==> config.mk <==
export PLATFORM = sky130hd
export DESIGN_NAME = mem_handshake
export DESIGN_NICKNAME = d
export VERILOG_FILES = /design/src/rtl/mem_pkg.sv /design/src/rtl/mem_lane_align.sv /design/src/rtl/mem_handshake.sv
export SDC_FILE = /design/constraint.sdc
export NUM_CORES = 1
export LEC_CHECK = 0
export ABC_AREA = 1
export ABC_CLOCK_PERIOD_IN_PS = 5500
export CORE_MARGIN = 3
export CORE_UTILIZATION = 35
export CTS_BUF_LIST = sky130_fd_sc_hd__clkbuf_16
export DETAILED_ROUTE_END_ITERATION = 16
export DONT_BUFFER_PORTS = 1
export GPL_ROUTABILITY_DRIVEN = 0
export GPL_TIMING_DRIVEN = 0
export HOLD_SLACK_MARGIN = 0.15
export PLACE_DENSITY_LB_ADDON = 0.1
export SYNTH_ARGS = -nofsm -noshare
export SYNTH_HDL_FRONTEND = slang
export SYNTH_SLANG_ARGS = --single-unit
==> constraint.sdc <==
create_clock -name CLK -period 5.5 [get_ports CLK]
set_input_delay 1.1 -clock CLK [delete_from_list [all_inputs] [get_ports CLK]]
set_output_delay 1.1 -clock CLK [all_outputs]
set_load 0.05 [all_outputs]
==> src/rtl/mem_pkg.sv <==
// Shared definitions for the memory handshake stage: op codes, FSM states,
// access sizes and the op-code decoder.
package mem_pkg;

  localparam int BE_W = 4;

  localparam logic [5:0] OP_LB  = 6'b100001;
  localparam logic [5:0] OP_LH  = 6'b101011;
  localparam logic [5:0] OP_LBU = 6'b101010;
  localparam logic [5:0] OP_LHU = 6'b101100;
  localparam logic [5:0] OP_LW  = 6'b111101;
  localparam logic [5:0] OP_LL  = 6'b101000;
  localparam logic [5:0] OP_SB  = 6'b101111;
  localparam logic [5:0] OP_SH  = 6'b110000;
  localparam logic [5:0] OP_SW  = 6'b110001;
  localparam logic [5:0] OP_SC  = 6'b110110;

  typedef enum logic {S_IDLE = 1'b0, S_WAIT = 1'b1} state_t;

  typedef enum logic [1:0] {SZ_BYTE = 2'd0, SZ_HALF = 2'd1, SZ_WORD = 2'd2} size_t;

  typedef struct packed {
    logic  is_load;
    logic  is_store;
    logic  is_ll;
    logic  is_sc;
    logic  sext;
    size_t size;
  } mem_op_t;

  // Anything not listed decodes as a non-memory op (no load, no store).
  function automatic mem_op_t decode_op(input logic [5:0] code);
    mem_op_t d;
    d = '{is_load: 1'b0, is_store: 1'b0, is_ll: 1'b0, is_sc: 1'b0, sext: 1'b0, size: SZ_WORD};
    case (code)
      OP_LB:   begin d.is_load = 1'b1; d.sext = 1'b1; d.size = SZ_BYTE; end
      OP_LH:   begin d.is_load = 1'b1; d.sext = 1'b1; d.size = SZ_HALF; end
      OP_LBU:  begin d.is_load = 1'b1; d.size = SZ_BYTE; end
      OP_LHU:  begin d.is_load = 1'b1; d.size = SZ_HALF; end
      OP_LW:   d.is_load = 1'b1;
      OP_LL:   begin d.is_load = 1'b1; d.is_ll = 1'b1; end
      OP_SB:   begin d.is_store = 1'b1; d.size = SZ_BYTE; end
      OP_SH:   begin d.is_store = 1'b1; d.size = SZ_HALF; end
      OP_SW:   d.is_store = 1'b1;
      OP_SC:   begin d.is_store = 1'b1; d.is_sc = 1'b1; end
      default: ;
    endcase
    return d;
  endfunction

  function automatic logic misaligned(input size_t size, input logic [1:0] off);
    case (size)
      SZ_HALF: return off[0];
      SZ_WORD: return |off;
      default: return 1'b0;
    endcase
  endfunction

endpackage

==> src/rtl/mem_lane_align.sv <==
// Byte-lane steering between the pipeline and a 32-bit word-addressed memory:
// store replication, byte enables and load extraction with sign handling.
module mem_lane_align
  import mem_pkg::*;
#(
  parameter bit BIG_ENDIAN = 1'b1
) (
  input  size_t            size_i,
  input  logic             sext_i,
  input  logic             is_store_i,
  input  logic [1:0]       offset_i,
  input  logic [31:0]      st_data_i,
  input  logic [31:0]      rdata_i,
  output logic [BE_W-1:0]  be_o,
  output logic [31:0]      wdata_o,
  output logic [31:0]      ld_data_o
);

  logic [1:0]  byte_pos;
  logic        half_pos;
  logic [31:0] byte_shift;
  logic [31:0] half_shift;
  logic [7:0]  ld_byte;
  logic [15:0] ld_half;

  // Lane position counts from the LSB of the word; big-endian mirrors the offset.
  always_comb begin
    byte_pos   = BIG_ENDIAN ? ~offset_i : offset_i;
    half_pos   = BIG_ENDIAN ? ~offset_i[1] : offset_i[1];
    byte_shift = rdata_i >> {byte_pos, 3'b000};
    half_shift = rdata_i >> {half_pos, 4'b0000};
    ld_byte    = byte_shift[7:0];
    ld_half    = half_shift[15:0];
    wdata_o    = st_data_i;
    ld_data_o  = rdata_i;
    be_o       = 4'b1111;
    case (size_i)
      SZ_BYTE: begin
        wdata_o   = {4{st_data_i[7:0]}};
        ld_data_o = {{24{sext_i & ld_byte[7]}}, ld_byte};
        if (is_store_i) be_o = 4'b0001 << byte_pos;
      end
      SZ_HALF: begin
        wdata_o   = {2{st_data_i[15:0]}};
        ld_data_o = {{16{sext_i & ld_half[15]}}, ld_half};
        if (is_store_i) be_o = 4'b0011 << {half_pos, 1'b0};
      end
      default: ;
    endcase
  end

endmodule

==> src/rtl/mem_handshake.sv <==
// Memory stage with a req/ack data-memory handshake, upstream stall, address
// and bus-timeout errors, and an optional LL/SC link register.
//
// state  | meaning
// S_IDLE | no access outstanding; a valid memory op issues this cycle
// S_WAIT | request held on the bus, waiting for dm_ack_IN or timeout
module mem_handshake
  import mem_pkg::*;
#(
  parameter bit BIG_ENDIAN = 1'b1,
  parameter int TIMEOUT    = 255,
  parameter bit LLSC_EN    = 1'b1
) (
  input  logic            CLK,
  input  logic            RESET,
  input  logic            Valid_IN,
  input  logic [31:0]     Instr1_PC_IN,
  input  logic [31:0]     ALU_result1_IN,
  input  logic [4:0]      WriteRegister1_IN,
  input  logic [31:0]     MemWriteData1_IN,
  input  logic            RegWrite1_IN,
  input  logic [5:0]      ALU_Control1_IN,
  input  logic            MemRead1_IN,
  input  logic            MemWrite1_IN,
  output logic [4:0]      WriteRegister1_OUT,
  output logic            RegWrite1_OUT,
  output logic [31:0]     WriteData1_OUT,
  output logic [31:0]     Instr1_PC_OUT,
  output logic            Stall_OUT,
  output logic            AddrErr_OUT,
  output logic            BusErr_OUT,
  output logic            dm_req_OUT,
  output logic            dm_we_OUT,
  output logic [31:0]     dm_addr_OUT,
  output logic [BE_W-1:0] dm_be_OUT,
  output logic [31:0]     dm_wdata_OUT,
  input  logic            dm_ack_IN,
  input  logic [31:0]     dm_rdata_IN
);

  // Counter value seen during the last WAIT cycle before a timeout.
  localparam logic [7:0] TO_LAST = 8'(TIMEOUT - 1);

  state_t          state_q, state_d;
  logic [7:0]      cnt_q, cnt_d;
  logic            link_valid_q, link_valid_d;
  logic [29:0]     link_addr_q, link_addr_d;
  logic [4:0]      wr_reg_q, wr_reg_d;
  logic            rw_q, rw_d;
  logic [31:0]     wd_q, wd_d;
  logic [31:0]     pc_q, pc_d;
  logic            aerr_q, aerr_d;
  logic            berr_q, berr_d;

  mem_op_t         op;
  logic            is_mem, misal, link_hit, sc_ok, issue, in_wait;
  logic            active, tmo, done, retire;
  logic [BE_W-1:0] be;
  logic [31:0]     st_data, ld_data;

  mem_lane_align #(.BIG_ENDIAN(BIG_ENDIAN)) u_align (
    .size_i     (op.size),
    .sext_i     (op.sext),
    .is_store_i (op.is_store),
    .offset_i   (ALU_result1_IN[1:0]),
    .st_data_i  (MemWriteData1_IN),
    .rdata_i    (dm_rdata_IN),
    .be_o       (be),
    .wdata_o    (st_data),
    .ld_data_o  (ld_data)
  );

  // Op qualification, handshake status and timeout detection; the decoder's
  // read/write strobes gate the op code so a half-decoded op never hits the bus.
  always_comb begin
    op       = decode_op(ALU_Control1_IN);
    is_mem   = Valid_IN & ((op.is_load & MemRead1_IN) | (op.is_store & MemWrite1_IN));
    misal    = misaligned(op.size, ALU_result1_IN[1:0]);
    link_hit = link_valid_q & (link_addr_q == ALU_result1_IN[31:2]);
    sc_ok    = ~(LLSC_EN & op.is_sc) | link_hit;
    in_wait  = (state_q == S_WAIT);
    issue    = ~in_wait & is_mem & ~misal & sc_ok;
    active   = ~RESET & (issue | in_wait);
    tmo      = ~RESET & in_wait & ~dm_ack_IN & (cnt_q == TO_LAST);
    done     = active & dm_ack_IN;
    retire   = done | tmo | (~in_wait & is_mem & ~issue);
  end

  assign dm_req_OUT   = active;
  assign dm_we_OUT    = active & op.is_store;
  assign dm_addr_OUT  = {ALU_result1_IN[31:2], 2'b00};
  assign dm_be_OUT    = be;
  assign dm_wdata_OUT = st_data;
  assign Stall_OUT    = active & ~dm_ack_IN & ~tmo;

  // Next state and timeout count.
  always_comb begin
    state_d = state_q;
    cnt_d   = cnt_q;
    case (state_q)
      S_IDLE: if (issue) begin
        cnt_d = '0;
        if (!dm_ack_IN) state_d = S_WAIT;
      end
      S_WAIT: begin
        cnt_d = cnt_q + 8'd1;
        if (dm_ack_IN || tmo) state_d = S_IDLE;
      end
      default: state_d = S_IDLE;
    endcase
  end

  // Writeback: completed accesses, immediate results, and one-cycle error pulses.
  always_comb begin
    wr_reg_d = wr_reg_q;
    wd_d     = wd_q;
    pc_d     = pc_q;
    rw_d     = 1'b0;
    aerr_d   = 1'b0;
    berr_d   = 1'b0;
    if (done) begin
      wr_reg_d = WriteRegister1_IN;
      pc_d     = Instr1_PC_IN;
      rw_d     = RegWrite1_IN;
      wd_d     = op.is_load ? ld_data : (op.is_sc ? 32'd1 : ALU_result1_IN);
    end else if (tmo) begin
      berr_d = 1'b1;
    end else if (!in_wait && Valid_IN) begin
      wr_reg_d = WriteRegister1_IN;
      pc_d     = Instr1_PC_IN;
      if (!is_mem) begin
        wd_d = ALU_result1_IN;
        rw_d = RegWrite1_IN;
      end else if (misal) begin
        aerr_d = 1'b1;
      end else if (!sc_ok) begin
        wd_d = 32'd0;
        rw_d = RegWrite1_IN;
      end
    end
  end

  // Link register: set by a completed LL, cleared by any SC or a store to the linked word.
  always_comb begin
    link_valid_d = link_valid_q;
    link_addr_d  = link_addr_q;
    if (LLSC_EN) begin
      if (retire && op.is_sc) link_valid_d = 1'b0;
      if (done && op.is_store && link_hit) link_valid_d = 1'b0;
      if (done && op.is_ll) begin
        link_valid_d = 1'b1;
        link_addr_d  = ALU_result1_IN[31:2];
      end
    end
  end

  // FSM state, timeout counter and link register.
  always_ff @(posedge CLK) begin
    if (RESET) begin
      state_q      <= S_IDLE;
      cnt_q        <= '0;
      link_valid_q <= 1'b0;
      link_addr_q  <= '0;
    end else begin
      state_q      <= state_d;
      cnt_q        <= cnt_d;
      link_valid_q <= link_valid_d;
      link_addr_q  <= link_addr_d;
    end
  end

  // Registered pipeline outputs.
  always_ff @(posedge CLK) begin
    if (RESET) begin
      wr_reg_q <= '0;
      rw_q     <= 1'b0;
      wd_q     <= '0;
      pc_q     <= '0;
      aerr_q   <= 1'b0;
      berr_q   <= 1'b0;
    end else begin
      wr_reg_q <= wr_reg_d;
      rw_q     <= rw_d;
      wd_q     <= wd_d;
      pc_q     <= pc_d;
      aerr_q   <= aerr_d;
      berr_q   <= berr_d;
    end
  end

  assign WriteRegister1_OUT = wr_reg_q;
  assign RegWrite1_OUT      = rw_q;
  assign WriteData1_OUT     = wd_q;
  assign Instr1_PC_OUT      = pc_q;
  assign AddrErr_OUT        = aerr_q;
  assign BusErr_OUT         = berr_q;

endmodule

==> results of run 1 <==
## worst max-delay path by stage
stage	startpoint	to	slack [ps]	depth (start not counted)
2_1_floorplan	ALU_Control1_IN[5]	Stall_OUT	1170	10
3_3_place_gp	ALU_result1_IN[15]	Stall_OUT	630	12
3_5_place_dp	ALU_result1_IN[15]	Stall_OUT	640	12
4_1_cts	ALU_result1_IN[15]	Stall_OUT	640	12
5_1_grt	ALU_result1_IN[15]	Stall_OUT	440	12
6_report	ALU_result1_IN[15]	Stall_OUT	630	12
## logic make-up after synthesis
kind of cell | count (synthesis)
AOI/OAI and AO/OA | 277
xor gates and xnor gates | 1
adders and majority gates | 2
buffers and inverters | 222
DFF | 112
other | 1
and+or+nand+nor | 497
## flip-flops by register name (all words and copies together) (netlist names)
| name | flops |
|---|---|
| AddrErr_OUT | 1 |
| BusErr_OUT | 1 |
| Instr1_PC_OUT | 32 |
| RegWrite1_OUT | 1 |
| WriteData1_OUT | 32 |
| WriteRegister1_OUT | 5 |
| cnt_q | 8 |
| in_wait | 1 |
| link_addr_q | 30 |
| link_valid_q | 1 |
## power by group
part           switching (uW)  internal, uW  leakage [uW]
Combinational             283           102       0.00225
Clock                     371           335      0.000154
Sequential                167           850      0.000920
Total                     821          1290       0.00333
## stage by stage
stage	utilization, %	hold WS (ps)	setup slack (ps)
floorplan	-	444	1170
global placement	37.8	457	634
detailed placement	37.9	459	643
CTS	39.6	472	641
global route	39.6	495	444
finish	39.6	471	626
## area by class of cell
cell class,instances,share of cell area [%]
multi-input cells,779,47.8
plain buffers,101,7.49
repair buffers,1,0.100
well taps,260,4.34
clock inverters,7,1.25
flip-flops and latches,112,29.9
inverters,121,6.09
clock buffers,9,3.00
## layer usage
layer | routed length, um | share of wire (%)
met1 | 11000 | 43
met4 | 687 | 2.7
met2 | 12300 | 48
met5 | 0 | 0
met3 | 1840 | 7.1
## tightest hold or removal path, delay by kind of cell (launching register included)
| kind | cells | cell delay (ps) |
|---|---|---|
| AO/OA/AOI/OAI | 1 | 50 |
| buffers and inverters | 1 | 60 |
| flip-flops | 1 | 320 |
## cells in the mapped netlist
library cell / count
sky130_fd_sc_hd__a22oi_1: 13
sky130_fd_sc_hd__buf_2: 16
sky130_fd_sc_hd__o21bai_1: 1
sky130_fd_sc_hd__nand4_1: 3
sky130_fd_sc_hd__nand2_1: 245
sky130_fd_sc_hd__clkinv_1: 2
sky130_fd_sc_hd__clkbuf_1: 37
sky130_fd_sc_hd__nand3_4: 1
sky130_fd_sc_hd__and2_1: 1
sky130_fd_sc_hd__nand3_2: 3
sky130_fd_sc_hd__o21a_1: 1
sky130_fd_sc_hd__or2_2: 3
sky130_fd_sc_hd__buf_6: 1
sky130_fd_sc_hd__nor3_1: 8
sky130_fd_sc_hd__inv_2: 7
sky130_fd_sc_hd__inv_1: 111
sky130_fd_sc_hd__o221ai_1: 2
sky130_fd_sc_hd__inv_4: 1
sky130_fd_sc_hd__nand3_1: 48
sky130_fd_sc_hd__buf_1: 5
sky130_fd_sc_hd__nor2_1: 173
sky130_fd_sc_hd__conb_1: 1
sky130_fd_sc_hd__nor2_2: 3
sky130_fd_sc_hd__nor4_1: 4
sky130_fd_sc_hd__o31ai_1: 1
sky130_fd_sc_hd__ha_1: 2
sky130_fd_sc_hd__a211oi_1: 1
sky130_fd_sc_hd__xnor2_1: 1
sky130_fd_sc_hd__a22o_1: 1
sky130_fd_sc_hd__o21ai_4: 1
sky130_fd_sc_hd__nand3b_1: 1
sky130_fd_sc_hd__a31oi_1: 7
sky130_fd_sc_hd__clkbuf_2: 1
sky130_fd_sc_hd__o211ai_1: 20
sky130_fd_sc_hd__buf_4: 41
sky130_fd_sc_hd__nand2_2: 4
sky130_fd_sc_hd__o21ai_1: 6
sky130_fd_sc_hd__a21oi_1: 78
sky130_fd_sc_hd__o21ai_0: 138
sky130_fd_sc_hd__dfxtp_1: 112
sky130_fd_sc_hd__o2111ai_1: 3
sky130_fd_sc_hd__o22ai_1: 4
==> impl_metrics.sql, run 1 <==
INSERT INTO impl_metrics (metric_group, metric, value, unit) VALUES
('synthesis', 'synthesis.instances', '1112', ''),
('clock_network', 'clock_sinks', '112', ''),
('setup_path', 'path_depth_of_the_worst_reg2reg_path', '16', ''),
('run_status', 'run_status', 'complete, no violations', ''),
('die', 'count_of_standard_cell_rows', '50', ''),
('synthesis', 'synth-compound-area-share', '22.3', '%'),
('sta', 'fin_skew', '12.3', 'ps'),
('layout', 'drive_gt1_share', '8.76', '%'),
('setup_path', 'r2r-end', 'WriteData1_OUT[31]', ''),
('placement', 'place_area', '7180', 'um2'),
('sta', 'worst_pin_slew', '1430', 'ps'),
('global_route', 'wire_length_of_the_first_global_routing_pass', '38.8', 'mm'),
('routing', 'avgViaCountPerCell', '5.12', ''),
('synthesis', 'synthXorXnorAreaFrac', '0.128', '%'),
('setup_path', 'reg2reg_slack', '2650', 'ps'),
('synthesis', 'synth.area.mux_share', '0', '%'),
('power_and_ir_drop', 'ir_drop', '0.165', 'mV'),
('sta', 'final-setup-viol-count', '0', ''),
('synthesis', 'synth.yosys.seq_area_share', '32.8', '%'),
('synthesis', 'yosysUniqueCellTypes', '42', ''),
('layout', 'number_of_nets_in_the_layout', '1273', ''),
('sta', 'period_share', '88.6', '%'),
('clock_network', 'cts_hold_buffers', '0', ''),
('power_and_ir_drop', 'pd_cells', '281', 'nW/um2'),
('clock_network', 'cts_resized', '0', ''),
('clock_network', 'htree_levels', '3', ''),
('setup_path', 'crit_path_cell_trace', 'inv_1 -> nand2_1 -> nand2_1 -> nor2_1 -> nand2_1 -> nor2_1 -> nand2_1 -> nor2_1 -> nor2_1 -> o21ai_4 -> nand2_1 -> nor3_1', ''),
('synthesis', 'synth_adder_area_share', '0.366', '%'),
('global_route', 'top_usage_layer', 'met2', ''),
('setup_path', 'timing.rr.start', 'link_addr_q[20]', ''),
('routing', 'post-route-drc-count', '0', ''),
('routing', 'first_pass_iters', '5', ''),
('placement', 'dp.final_hpwl', '20.4', 'mm'),
('sta', 'timing.setup.tns', '0', 'ps'),
('setup_path', 'timing_worst_setup_path_type', 'input pin to output port', ''),
('setup_path', 'required', '4400', 'ps'),
('layout', 'syn2layout_area_growth', '9.58', '%'),
('synthesis', 'synth_largest_area_cell', 'sky130_fd_sc_hd__dfxtp_1', ''),
('clock_network', 'clock_tree.buffer_depth', '2', ''),
('setup_path', 'worst_path_most_repeated_cell', 'sky130_fd_sc_hd__nand2_1', ''),
('die', 'die_area', '21300', 'um2'),
('sta', 'timing.final.hold_violations', '0', ''),
('layout', 'multiInputGateArea', '3580', 'um2'),
('setup_path', 'cp-end-kind', 'output port', ''),
('sta', 'slew_violations', '0', ''),
('die', 'die_x', '146', 'um'),
('global_route', 'met1_usage', '29.5', '%'),
('layout', 'fin_cells', '1390', ''),
('synthesis', 'synth.cell_area', '6840', 'um2'),
('min_path', 'hold_start', 'link_addr_q[2]', ''),
('layout', 'final.fill_count', '2151', ''),
('setup_path', 'worst_ep_arrival_time', '3770', 'ps'),
('global_route', 'overflow', '0', ''),
('routing', 'wl_per_cell', '18.6', 'um'),
('layout', 'post-route-cell-area', '7500', 'um2'),
('global_route', 'via_count_of_the_first_global_routing_pass', '6714', ''),
('clock_network', 'tritoncts.num_buffers', '9', ''),
('sta', 'maxClockFrequency', '0.205', 'GHz'),
('setup_path', 'worst-path-max-fanout', '8', ''),
('synthesis', 'ys_top_cells_by_area', 'sky130_fd_sc_hd__dfxtp_1, sky130_fd_sc_hd__nand2_1, sky130_fd_sc_hd__o21ai_0', ''),
('sta', 'unrepaired_setup_endpoints_after_global_routing', 'no', ''),
('synthesis', 'synthSimpleGateAreaFrac', '29.5', '%'),
('synthesis', 'synth.avg_cell_area', '6.15', 'um2'),
('layout', 'seq_area', '2240', 'um2'),
('layout', 'antenna_cells', '0', ''),
('setup_path', 'delay_of_the_slowest_cell_on_the_worst_path', '1130', 'ps'),
('global_route', 'grt_max_degree', '25', ''),
('power_and_ir_drop', 'total_leakage_power', '0.00333', 'uW'),
('clock_network', 'cts_tree', 'done', ''),
('routing', 'drt-total-wl', '25.8', 'mm'),
('die', 'floorplan.io_pins', '289', '');
Power figures use the tool's default switching activity.
==> run 2, diff against run 1 <==
--- a/config.mk
+++ b/config.mk
@@ -6,10 +6,10 @@
 export NUM_CORES = 1
 export LEC_CHECK = 0
 export ABC_AREA = 1
-export ABC_CLOCK_PERIOD_IN_PS = 5500
+export ABC_CLOCK_PERIOD_IN_PS = 4600
 export CORE_MARGIN = 3
 export CORE_UTILIZATION = 35
-export CTS_BUF_LIST = sky130_fd_sc_hd__clkbuf_16
+export CTS_BUF_LIST = sky130_fd_sc_hd__clkbuf_8
 export DETAILED_ROUTE_END_ITERATION = 16
 export DONT_BUFFER_PORTS = 1
 export GPL_ROUTABILITY_DRIVEN = 0
==> constraint.sdc (replaced) <==
create_clock -name CLK -period 4.6 [get_ports CLK]
set_input_delay 0.92 -clock CLK [delete_from_list [all_inputs] [get_ports CLK]]
set_output_delay 0.92 -clock CLK [all_outputs]
set_load 0.05 [all_outputs]
==> impl_metrics.sql, run 2 (same netlist as run 1, synthesis figures left out) <==
INSERT INTO impl_metrics (metric_group, metric, value, unit) VALUES
('global_route', 'overflow', '0', ''),
('setup_path', 'worst_path_most_repeated_cell', 'sky130_fd_sc_hd__clkbuf_1', ''),
('run', 'timing.max_cap.violations', '0', ''),
('global_route', 'grt_use_total', '23.1', '%'),
('routing', 'avgViaCountPerCell', '5.14', ''),
('routing', 'post-route-drc-count', '0', ''),
('sta', 'final-setup-viol-count', '0', ''),
('setup_path', 'worst_ep_arrival_time', '3420', 'ps'),
('clock_network', 'clk_pin_slew', '120', 'ps'),
('clock_network', 'tritoncts.num_buffers', '9', ''),
('sta', 'timing.final.hold_violations', '0', ''),
('layout', 'seq_area', '2240', 'um2'),
('setup_path', 'path_depth_of_the_worst_reg2reg_path', '16', ''),
('placement', 'place_area', '7180', 'um2'),
('setup_path', 'startpoint', 'ALU_Control1_IN[5]', ''),
('placement', 'dp.final_hpwl', '20.4', 'mm'),
('routing', 'drt-total-wl', '25.8', 'mm'),
('power_and_ir_drop', 'pd_cells', '315', 'nW/um2'),
('global_route', 'antenna_violations_before_repair', '0', ''),
('die', 'die_x', '146', 'um'),
('clock_network', 'clock_sinks', '112', ''),
('setup_path', 'cp-end-kind', 'output port', ''),
('die', 'die_area', '21300', 'um2'),
('layout', 'antenna_cells', '0', ''),
('setup_path', 'timing_worst_setup_path_type', 'input pin to output port', ''),
('global_route', 'grt_max_degree', '25', ''),
('layout', 'syn2layout_area_growth', '8.17', '%'),
('placement', 'io_buffers', '0', ''),
('routing', 'first_pass_iters', '5', ''),
('die', 'core', '19000', 'um2'),
('clock_network', 'cts_hold_buffers', '0', ''),
('layout', 'drive_gt1_share', '8.85', '%'),
('layout', 'multiInputGateArea', '3590', 'um2'),
('die', 'floorplan.io_pins', '289', ''),
('setup_path', 'cp_slowest_cell', 'sky130_fd_sc_hd__clkbuf_1', ''),
('clock_network', 'insertion_delay', '400', 'ps'),
('layout', 'layout_common_cells', 'sky130_fd_sc_hd__nand2_1, sky130_fd_sc_hd__nor2_1, sky130_fd_sc_hd__o21ai_0', ''),
('routing', 'num_vias', '7145', ''),
('sta', 'fin_skew', '22.2', 'ps'),
('clock_network', 'clock_tree.buffer_depth', '2', ''),
('die', 'count_of_standard_cell_rows', '50', ''),
('sta', 'timing.setup.tns', '0', 'ps'),
('setup_path', 'crit_path_start_kind', 'input pin', ''),
('clock_network', 'root_buffer', 'sky130_fd_sc_hd__clkbuf_8', ''),
('sta', 'maxClockFrequency', '0.231', 'GHz'),
('min_path', 'hold_depth', '2', ''),
('layout', 'layout_commonest_cell', 'sky130_fd_sc_hd__nand2_1', ''),
('clock_network', 'postCtsSetupBuffers', '0', ''),
('layout', 'layout.core_utilization', '39.0', '%'),
('global_route', 'via_count_of_the_first_global_routing_pass', '6684', ''),
('sta', 'smallest_setup_slack_after_layout', '263', 'ps'),
('routing', 'wl_per_cell', '18.6', 'um'),
('sta', 'slew_violations', '0', ''),
('layout', 'number_of_nets_in_the_layout', '1273', ''),
('power_and_ir_drop', 'ir_drop', '0.223', 'mV'),
('min_path', 'hold_class', 'flip-flop to flip-flop', ''),
('routing', 'drt_iter0_markers', '536', ''),
('clock_network', 'cts_tree', 'done', ''),
('setup_path', 'required', '3680', 'ps'),
('layout', 'final.fill_count', '2160', ''),
('die', 'die_h', '146', 'um'),
('setup_path', 'timing.rr.start', 'link_addr_q[20]', ''),
('sta', 'worst_pin_slew', '1120', 'ps'),
('placement', 'placement.setup.worst_slack', '103', 'ps'),
('power_and_ir_drop', 'total_leakage_power', '0.00328', 'uW'),
('sta', 'period_minus_slack', '4340', 'ps'),
('sta', 'max_transition_margin', '24.3', '%'),
('setup_path', 'worst-path-max-fanout', '10', ''),
('global_route', 'wire_length_of_the_first_global_routing_pass', '38.6', 'mm'),
('setup_path', 'crit_path_cell_trace', 'inv_1 -> nor2_2 -> nand3_1 -> nand3_2 -> nor2_1 -> clkbuf_1 -> clkbuf_1 -> clkbuf_1 -> nand2_1 -> o211ai_1', ''),
('min_path', 'hold_start', 'link_addr_q[12]', ''),
('layout', 'post-route-cell-area', '7400', 'um2'),
('power_and_ir_drop', 'total_power', '2330', 'uW'),
('setup_path', 'delay_of_the_slowest_cell_on_the_worst_path', '490', 'ps'),
('run_status', 'run_status', 'complete, no violations', ''),
('routing', 'detail-route-antenna-nets', '0', ''),
('die', 'initial_core_util', '36.1', '%'),
('sta', 'period_share', '94.3', '%'),
('clock_network', 'htree_levels', '3', ''),
('sta', 'unrepaired_setup_endpoints_after_global_routing', 'no', '');
run 2: layout make-up:
cell class | count | share of cell area [%]
repair buffers | 1 | 0.101
plain buffers | 101 | 7.59
multi-input cells | 779 | 48.5
well taps | 260 | 4.40
inverters | 121 | 6.17
clock inverters | 7 | 1.27
flip-flops and latches | 112 | 30.3
clock buffers | 9 | 1.67
run 2: worst paths after layout:
path	end	slack (ps)
hold / removal	link_addr_q[12]	480
hold reg to reg	link_addr_q[12]	480
setup / recovery	dm_wdata_OUT[30]	260
setup reg to reg	WriteData1_OUT[31]	1760
run 2: routing by layer:
metal	vias to the layer above	GRT usage [%]	routed length [um]
li1	3580	-	-
met1	3272	29.5	11000
met2	249	38.4	12100
met3	44	5.79	2000
met4	0	7.12	700
met5	-	0	0
run 2: critical path: cells and delay by family:
| family | cells | cell delay [ps] |
|---|---|---|
| buf+inv | 4 | 1350 |
| simple gates | 5 | 660 |
| compound gates | 1 | 490 |
run 2: stage by stage:
stage,hold WS (ps),cells
after floorplan,444,1113
after global placement,457,1373
after detailed placement,459,1374
after CTS,478,1390
after global routing,501,1390
final,478,1390
run 2: report_power, final:
group	switching [uW]	total [uW]	leakage [uW]	internal [uW]
clock network	427	657	0.000108	230
logic	337	460	0.00226	122
registers	199	1220	0.000920	1020
run 2: repair_timing:
item,in CTS,in global routing
hold endpoints to repair,0,0
setup endpoints to repair,0,1
resized for setup,0,1
